`config.mk`:
```
export PLATFORM = sky130hd
export DESIGN_NAME = sqrt_sumsq_feeder
export DESIGN_NICKNAME = d
export VERILOG_FILES = /design/src/rtl/sqrt_pkg.sv /design/src/rtl/sumsq_sat_add.sv /design/src/rtl/sqrt_sumsq_feeder.sv
export SDC_FILE = /design/constraint.sdc
export NUM_CORES = 1
export LEC_CHECK = 0
export BUFFER_PORTS_ARGS = -buffer_cell sky130_fd_sc_hd__buf_2
export CORE_ASPECT_RATIO = 0.9
export CORE_MARGIN = 1
export CORE_UTILIZATION = 62
export CTS_CLUSTER_SIZE = 14
export DETAILED_ROUTE_END_ITERATION = 16
export PLACE_DENSITY = 0.82
export SLEW_MARGIN = 0
export SYNTH_ARGS = -nofsm -noshare
export SYNTH_HDL_FRONTEND = slang
export SYNTH_HIERARCHICAL = 1
export SYNTH_SLANG_ARGS = --single-unit
export TNS_END_PERCENT = 5
```
`constraint.sdc`:
```
create_clock -name clk -period 8.7 [get_ports clk]
set_input_delay 1.305 -clock clk [delete_from_list [all_inputs] [get_ports clk]]
set_output_delay 1.305 -clock clk [all_outputs]
set_load 0.02 [all_outputs]
```
`src/rtl/sqrt_pkg.sv`:
```
// Shared definitions for the vector-magnitude path (sqrt_sumsq_feeder + sqrt_calculator).
// Holds the feeder FSM state encoding and the operand widths both blocks agree on.
package sqrt_pkg;

  // sqrt_calculator operand width (signed) and root width
  localparam int SQRT_IN_W  = 16;
  localparam int SQRT_OUT_W = 8;

  // Largest non-negative value sqrt_calculator accepts without flagging an error
  localparam logic [SQRT_IN_W-1:0] SAT_MAX = {1'b0, {(SQRT_IN_W-1){1'b1}}};

  typedef enum logic [2:0] {
    IDLE,
    SQX,
    SQY,
    ISSUE,
    WAIT
  } state_t;

endpackage

```
`src/rtl/sumsq_sat_add.sv`:
```
// Accumulate one square into the running sum and clamp the result to the
// largest non-negative W-bit signed value (SAT_MAX at the standard width).
module sumsq_sat_add #(
  parameter int W = 16
) (
  input  logic [W:0]   i_acc,
  input  logic [W-1:0] i_sq,
  output logic [W:0]   o_sum,
  output logic [W-1:0] o_clamped,
  output logic         o_sat
);

  // Clamp limit carried at W+1 bits so the comparison sees the carry bit
  localparam logic [W:0] LIMIT = {2'b00, {(W-1){1'b1}}};

  logic [W:0] w_sum;

  assign w_sum     = i_acc + {1'b0, i_sq};
  assign o_sum     = w_sum;
  assign o_sat     = (w_sum > LIMIT);
  assign o_clamped = o_sat ? LIMIT[W-1:0] : w_sum[W-1:0];

endmodule

```
`src/rtl/sqrt_sumsq_feeder.sv`:
```
// Front end of the vector-magnitude path: accepts a signed (x, y) pair, forms
// x*x + y*y on a single time-shared squarer, clamps it to the non-negative
// signed range and hands it to sqrt_calculator, holding off new pairs until
// the root is done.
// Optional build macro: SQRT_TIMEOUT_EN adds a WAIT watchdog and the timeout port.
module sqrt_sumsq_feeder
  import sqrt_pkg::*;
#(
  parameter int IN_W        = 8,
  parameter int OUT_W       = 16,
  parameter int TIMEOUT_CYC = 64
) (
  input  logic                   clk,
  input  logic                   rst,
  input  logic                   in_valid,
  output logic                   in_ready,
  input  logic signed [IN_W-1:0] in_x,
  input  logic signed [IN_W-1:0] in_y,
  output logic                   sq_start,
  output logic [OUT_W-1:0]       sq_in,
  input  logic                   sq_done,
  output logic                   busy,
  output logic                   sat
`ifdef SQRT_TIMEOUT_EN
  ,
  output logic                   timeout
`endif
);

  // A square of an IN_W operand must fit the OUT_W operand exactly
  generate
    if (OUT_W != 2 * IN_W) begin : g_bad_width
      $error("sqrt_sumsq_feeder: OUT_W must equal 2*IN_W");
    end
    if (TIMEOUT_CYC < 1) begin : g_bad_timeout
      $error("sqrt_sumsq_feeder: TIMEOUT_CYC must be at least 1");
    end
  endgenerate

  state_t                 r_state;
  state_t                 w_state_next;
  logic signed [IN_W-1:0] r_x;
  logic signed [IN_W-1:0] r_y;
  logic [OUT_W:0]         r_acc;
  logic [OUT_W-1:0]       r_sq_in;
  logic                   r_sat;

  logic                     w_accept;
  logic                     w_sq_start;
  logic                     w_timeout_hit;
  logic signed [IN_W-1:0]   w_sq_op;
  logic signed [2*IN_W-1:0] w_sq_prod;
  logic [OUT_W-1:0]         w_sq;
  logic [OUT_W:0]           w_sum;
  logic [OUT_W-1:0]         w_clamped;
  logic                     w_sat;

  assign w_accept = in_valid && (r_state == IDLE);

  // Single squarer: y is squared in SQY, x otherwise. The product of a signed
  // value with itself is never negative, so it is reused as an unsigned word.
  assign w_sq_op   = (r_state == SQY) ? r_y : r_x;
  assign w_sq_prod = w_sq_op * w_sq_op;
  assign w_sq      = w_sq_prod;

  sumsq_sat_add #(
    .W (OUT_W)
  ) u_sat_add (
    .i_acc     (r_acc),
    .i_sq      (w_sq),
    .o_sum     (w_sum),
    .o_clamped (w_clamped),
    .o_sat     (w_sat)
  );

`ifdef SQRT_TIMEOUT_EN
  localparam int CNT_W = $clog2(TIMEOUT_CYC + 1);

  logic [CNT_W-1:0] r_wait_cnt;
  logic             r_timeout;
  logic             w_cnt_expired;

  assign w_cnt_expired = (r_wait_cnt == CNT_W'(TIMEOUT_CYC - 1));
  assign timeout       = r_timeout;

  // Watchdog: count cycles spent in WAIT, restart from zero on every entry
  always_ff @(posedge clk or negedge rst) begin
    if (!rst) begin
      r_wait_cnt <= '0;
      r_timeout  <= 1'b0;
    end else begin
      r_timeout <= w_timeout_hit;
      if (r_state == WAIT) begin
        r_wait_cnt <= r_wait_cnt + 1'b1;
      end else begin
        r_wait_cnt <= '0;
      end
    end
  end
`endif

  // FSM state register
  always_ff @(posedge clk or negedge rst) begin
    if (!rst) begin
      r_state <= IDLE;
    end else begin
      r_state <= w_state_next;
    end
  end

  // FSM next state and the start strobe; sq_done only matters in WAIT
  always_comb begin
    w_state_next  = r_state;
    w_sq_start    = 1'b0;
    w_timeout_hit = 1'b0;
    case (r_state)
      IDLE: begin
        if (w_accept) begin
          w_state_next = SQX;
        end
      end
      SQX:   w_state_next = SQY;
      SQY:   w_state_next = ISSUE;
      ISSUE: begin
        w_sq_start   = 1'b1;
        w_state_next = WAIT;
      end
      WAIT: begin
        if (sq_done) begin
          w_state_next = IDLE;
`ifdef SQRT_TIMEOUT_EN
        end else if (w_cnt_expired) begin
          w_timeout_hit = 1'b1;
          w_state_next  = IDLE;
`endif
        end
      end
      default: w_state_next = IDLE;
    endcase
  end

  // Datapath: capture the pair, build the sum of squares, latch the operand
  always_ff @(posedge clk or negedge rst) begin
    if (!rst) begin
      r_x     <= '0;
      r_y     <= '0;
      r_acc   <= '0;
      r_sq_in <= '0;
      r_sat   <= 1'b0;
    end else begin
      case (r_state)
        IDLE: begin
          if (w_accept) begin
            r_x   <= in_x;
            r_y   <= in_y;
            r_sat <= 1'b0;
          end
        end
        SQX: r_acc <= {1'b0, w_sq};
        SQY: begin
          r_acc   <= w_sum;
          r_sq_in <= w_clamped;
          r_sat   <= w_sat;
        end
        default: ;
      endcase
    end
  end

  assign in_ready = (r_state == IDLE);
  assign busy     = (r_state != IDLE);
  assign sq_start = w_sq_start;
  assign sq_in    = r_sq_in;
  assign sat      = r_sat;

endmodule

```
==> reports/metrics.yaml <==
detailed_routing:
  wl_per_cell_um: 15.6
  drt-initial-drc-count: 216
  drt-pass1-iter-count: 5
  drcViolationCount: 0
  vias: 4443
  ant_nets: 0
  drt-total-wl_um: 12000
  vias_per_cell: 5.81
cts:
  cts_tree: "done"
  cts-buffers-inserted: 5
  root_buffer: "clkbuf_8"
  h-tree-depth: 2
  post_cts_resized: 0
  clk_pin_slew_ps: 120
  cts_setup_buffers: 0
  clk_path_buf_depth: 2
  insertion_delay_ps: 330
  clock-sinks: 53
  holdBufCountCts: 0
worst_setup_path:
  worstPathRequired_ps: 8920
  path_class: "flop to flop"
  cpMostUsedCell: "inv_1"
  slowest_stage: "fa_1"
  crit_family: "adder cells"
  max_stage_delay_ps: 610
  cp.arrival_ps: 7920
  cp_num_buf_inv: 8
  worst_setup_path_start_kind: "flop"
  path_max_fanout: 28
  end_kind: "flop"
grt:
  grt_pass1_vias: 4337
  grt_pass1_wl_um: 20300
  grt_max_degree: 54
  overflow: 0
  grt_use_total_pct: 27.4
  antenna_found_initial: 0
logic_synthesis:
  synth_ff_type: "dfrtp_1"
  synth_edf_count: 0
  ys_ff_latch: 53
  netlist_area_sq_um: 5540
  synthArstFlopShare_pct: 100
  netlist-cell-type-count: 75
  synthCells: 613
  ys_warn_count: 6
  syn_area_per_cell_sq_um: 9.04
  synth-seq-area-share_pct: 23.9
timing:
  setup_viol_count_final: 0
  finalHoldViolCount: 0
  slew_viol_final: 0
  setup_tns_ps: 0
  skew_ps: 17.9
  rsz0062_at_grt: "false"
  final.min_clock_period_ps: 7690
  max-slew-margin-rel_pct: 52.7
  max_freq_ghz: 0.130
  tightestPinTransition_ps: 709
  min_period_over_period_pct: 88.4
  hold_slack_ps: 483
floorplan:
  start_util_pct: 64.4
  core_sq_um: 8610
  die_h_um: 91.7
  io_pins: 40
  rows: 32
  dieArea_sq_um: 9320
  die_w_um: 102
layout:
  num-fill-cells: 694
  drive_above_1_share_pct: 15.5
  seq_area_sq_um: 1330
  final_cell_mix: "inv_1, nand2_1, dfrtp_1"
  final_net_count: 751
  finalInstanceArea_sq_um: 5900
  diodes: 0
  mostFrequentLayoutCell: "inv_1"
  syn2layout_area_growth_pct: 6.52
  multiInputGateArea_sq_um: 3730
outcome:
  status: "complete, no violations"
worst_hold_path:
  min_path_type: "flop to flop"
placement:
  place_area_sq_um: 5810
  place_hpwl_um: 9460
  numPortBuffers: 39
  gp_congestion: 0.950
run:
  drv_cap: 0
## synthesized netlist by cell type, types with 4 or more instances
| library cell | number | area [sq um] |
|---|---|---|
| inv_1 | 91 | 342 |
| nand2_1 | 80 | 300 |
| dfrtp_1 | 53 | 1330 |
| nor2_1 | 45 | 169 |
| ha_1 | 44 | 551 |
| fa_1 | 42 | 841 |
| a21oi_1 | 25 | 125 |
| xnor2_1 | 21 | 184 |
| o21ai_0 | 18 | 90.1 |
| o211ai_1 | 17 | 128 |
| mux2_2 | 16 | 180 |
| a21o_1 | 14 | 105 |
| clkbuf_1 | 10 | 37.5 |
| xor2_1 | 9 | 78.8 |
| a22o_1 | 6 | 52.6 |
| a211oi_1 | 5 | 37.5 |
| a31oi_1 | 5 | 31.3 |
| and2_1 | 5 | 31.3 |
| mux2i_1 | 5 | 50.1 |
| nand3_1 | 5 | 25.0 |
| a22oi_1 | 4 | 30.0 |
| and3_1 | 4 | 25.0 |
| buf_2 | 4 | 20.0 |
| nor3_1 | 4 | 20.0 |
| o2111ai_1 | 4 | 35.0 |
| o21a_1 | 4 | 30.0 |
| or2_2 | 4 | 25.0 |
## cell type report
class,instances,share of cell area [%]
inverter,92,5.85
sequential,53,22.5
tap,119,2.52
clock buffer,5,1.17
multi-input combinational,446,63.2
clock inverter,3,0.487
timing repair buffer,47,4.32
## kinds of logic (layout without fill, tap and decap cells)
| kind of cell | count (synthesis) | count (layout) | share of synthesized area, % |
|---|---|---|---|
| and+or+nand+nor | 170 | 170 | 14.6 |
| AOI/OAI and AO/OA | 130 | 130 | 16.6 |
| buffers and inverters | 115 | 147 | 8.83 |
| adders and majority gates | 86 | 86 | 25.1 |
| DFF | 53 | 53 | 23.9 |
| xor gates and xnor gates | 31 | 31 | 5.03 |
| muxes | 26 | 26 | 5.82 |
| other | 2 | 3 | 0.135 |
## per-stage QoR
stage / setup WS [ps] / utilization (%) / std cells
after global routing: 400 / 68.6 / 765
after global placement: 1340 / 67.5 / 757
after detailed placement: 1080 / 67.5 / 757
final: 1010 / 68.6 / 765
after CTS: 1070 / 68.6 / 765
after floorplan: 1870 / - / 614
## path summary, 6_finish.rpt
kind / slack, ps / to / cells past startpoint / start
max: 1010 / r_acc[15] / 30 / r_state[0]
min: 480 / sq_in[2] / 2 / sq_in[2]
max reg2reg: 1010 / r_acc[15] / 30 / r_state[0]
min reg2reg: 480 / sq_in[2] / 2 / sq_in[2]
max in group asynchronous: 7140 / r_acc[6] / 2 / rst
min in group asynchronous: 1080 / sq_in[14] / 2 / rst
## flip-flops by register name, indices dropped and copies added, names as in the netlist
name and flops:
r_x 8, sq_in 16, r_acc 17, r_y 8
sat 1, r_state 3
## layer usage
| metal | vias up | part of all wire [%] | track usage (%) |
|---|---|---|---|
| met5 | - | 0 | 0 |
| met4 | 0 | 0.87 | 4.59 |
| met3 | 10 | 5.1 | 2.82 |
| met2 | 139 | 48 | 44.1 |
| met1 | 2187 | 46 | 40.6 |
| li1 | 2107 | - | - |
## worst reg2reg max path, delay by kind of cell (launching register included)
kind	cells	cell delay (ps)
muxes	1	430
DFF	1	470
buffers and inverters	8	920
AOI/OAI and AO/OA	8	1750
and+or+nand+nor	6	880
xor gates and xnor gates	1	170
adders and majority gates	6	2950
Power is left out: the tool's default activity adds up to more than one toggle a clock period on the data nets, which glitch-free logic cannot reach.
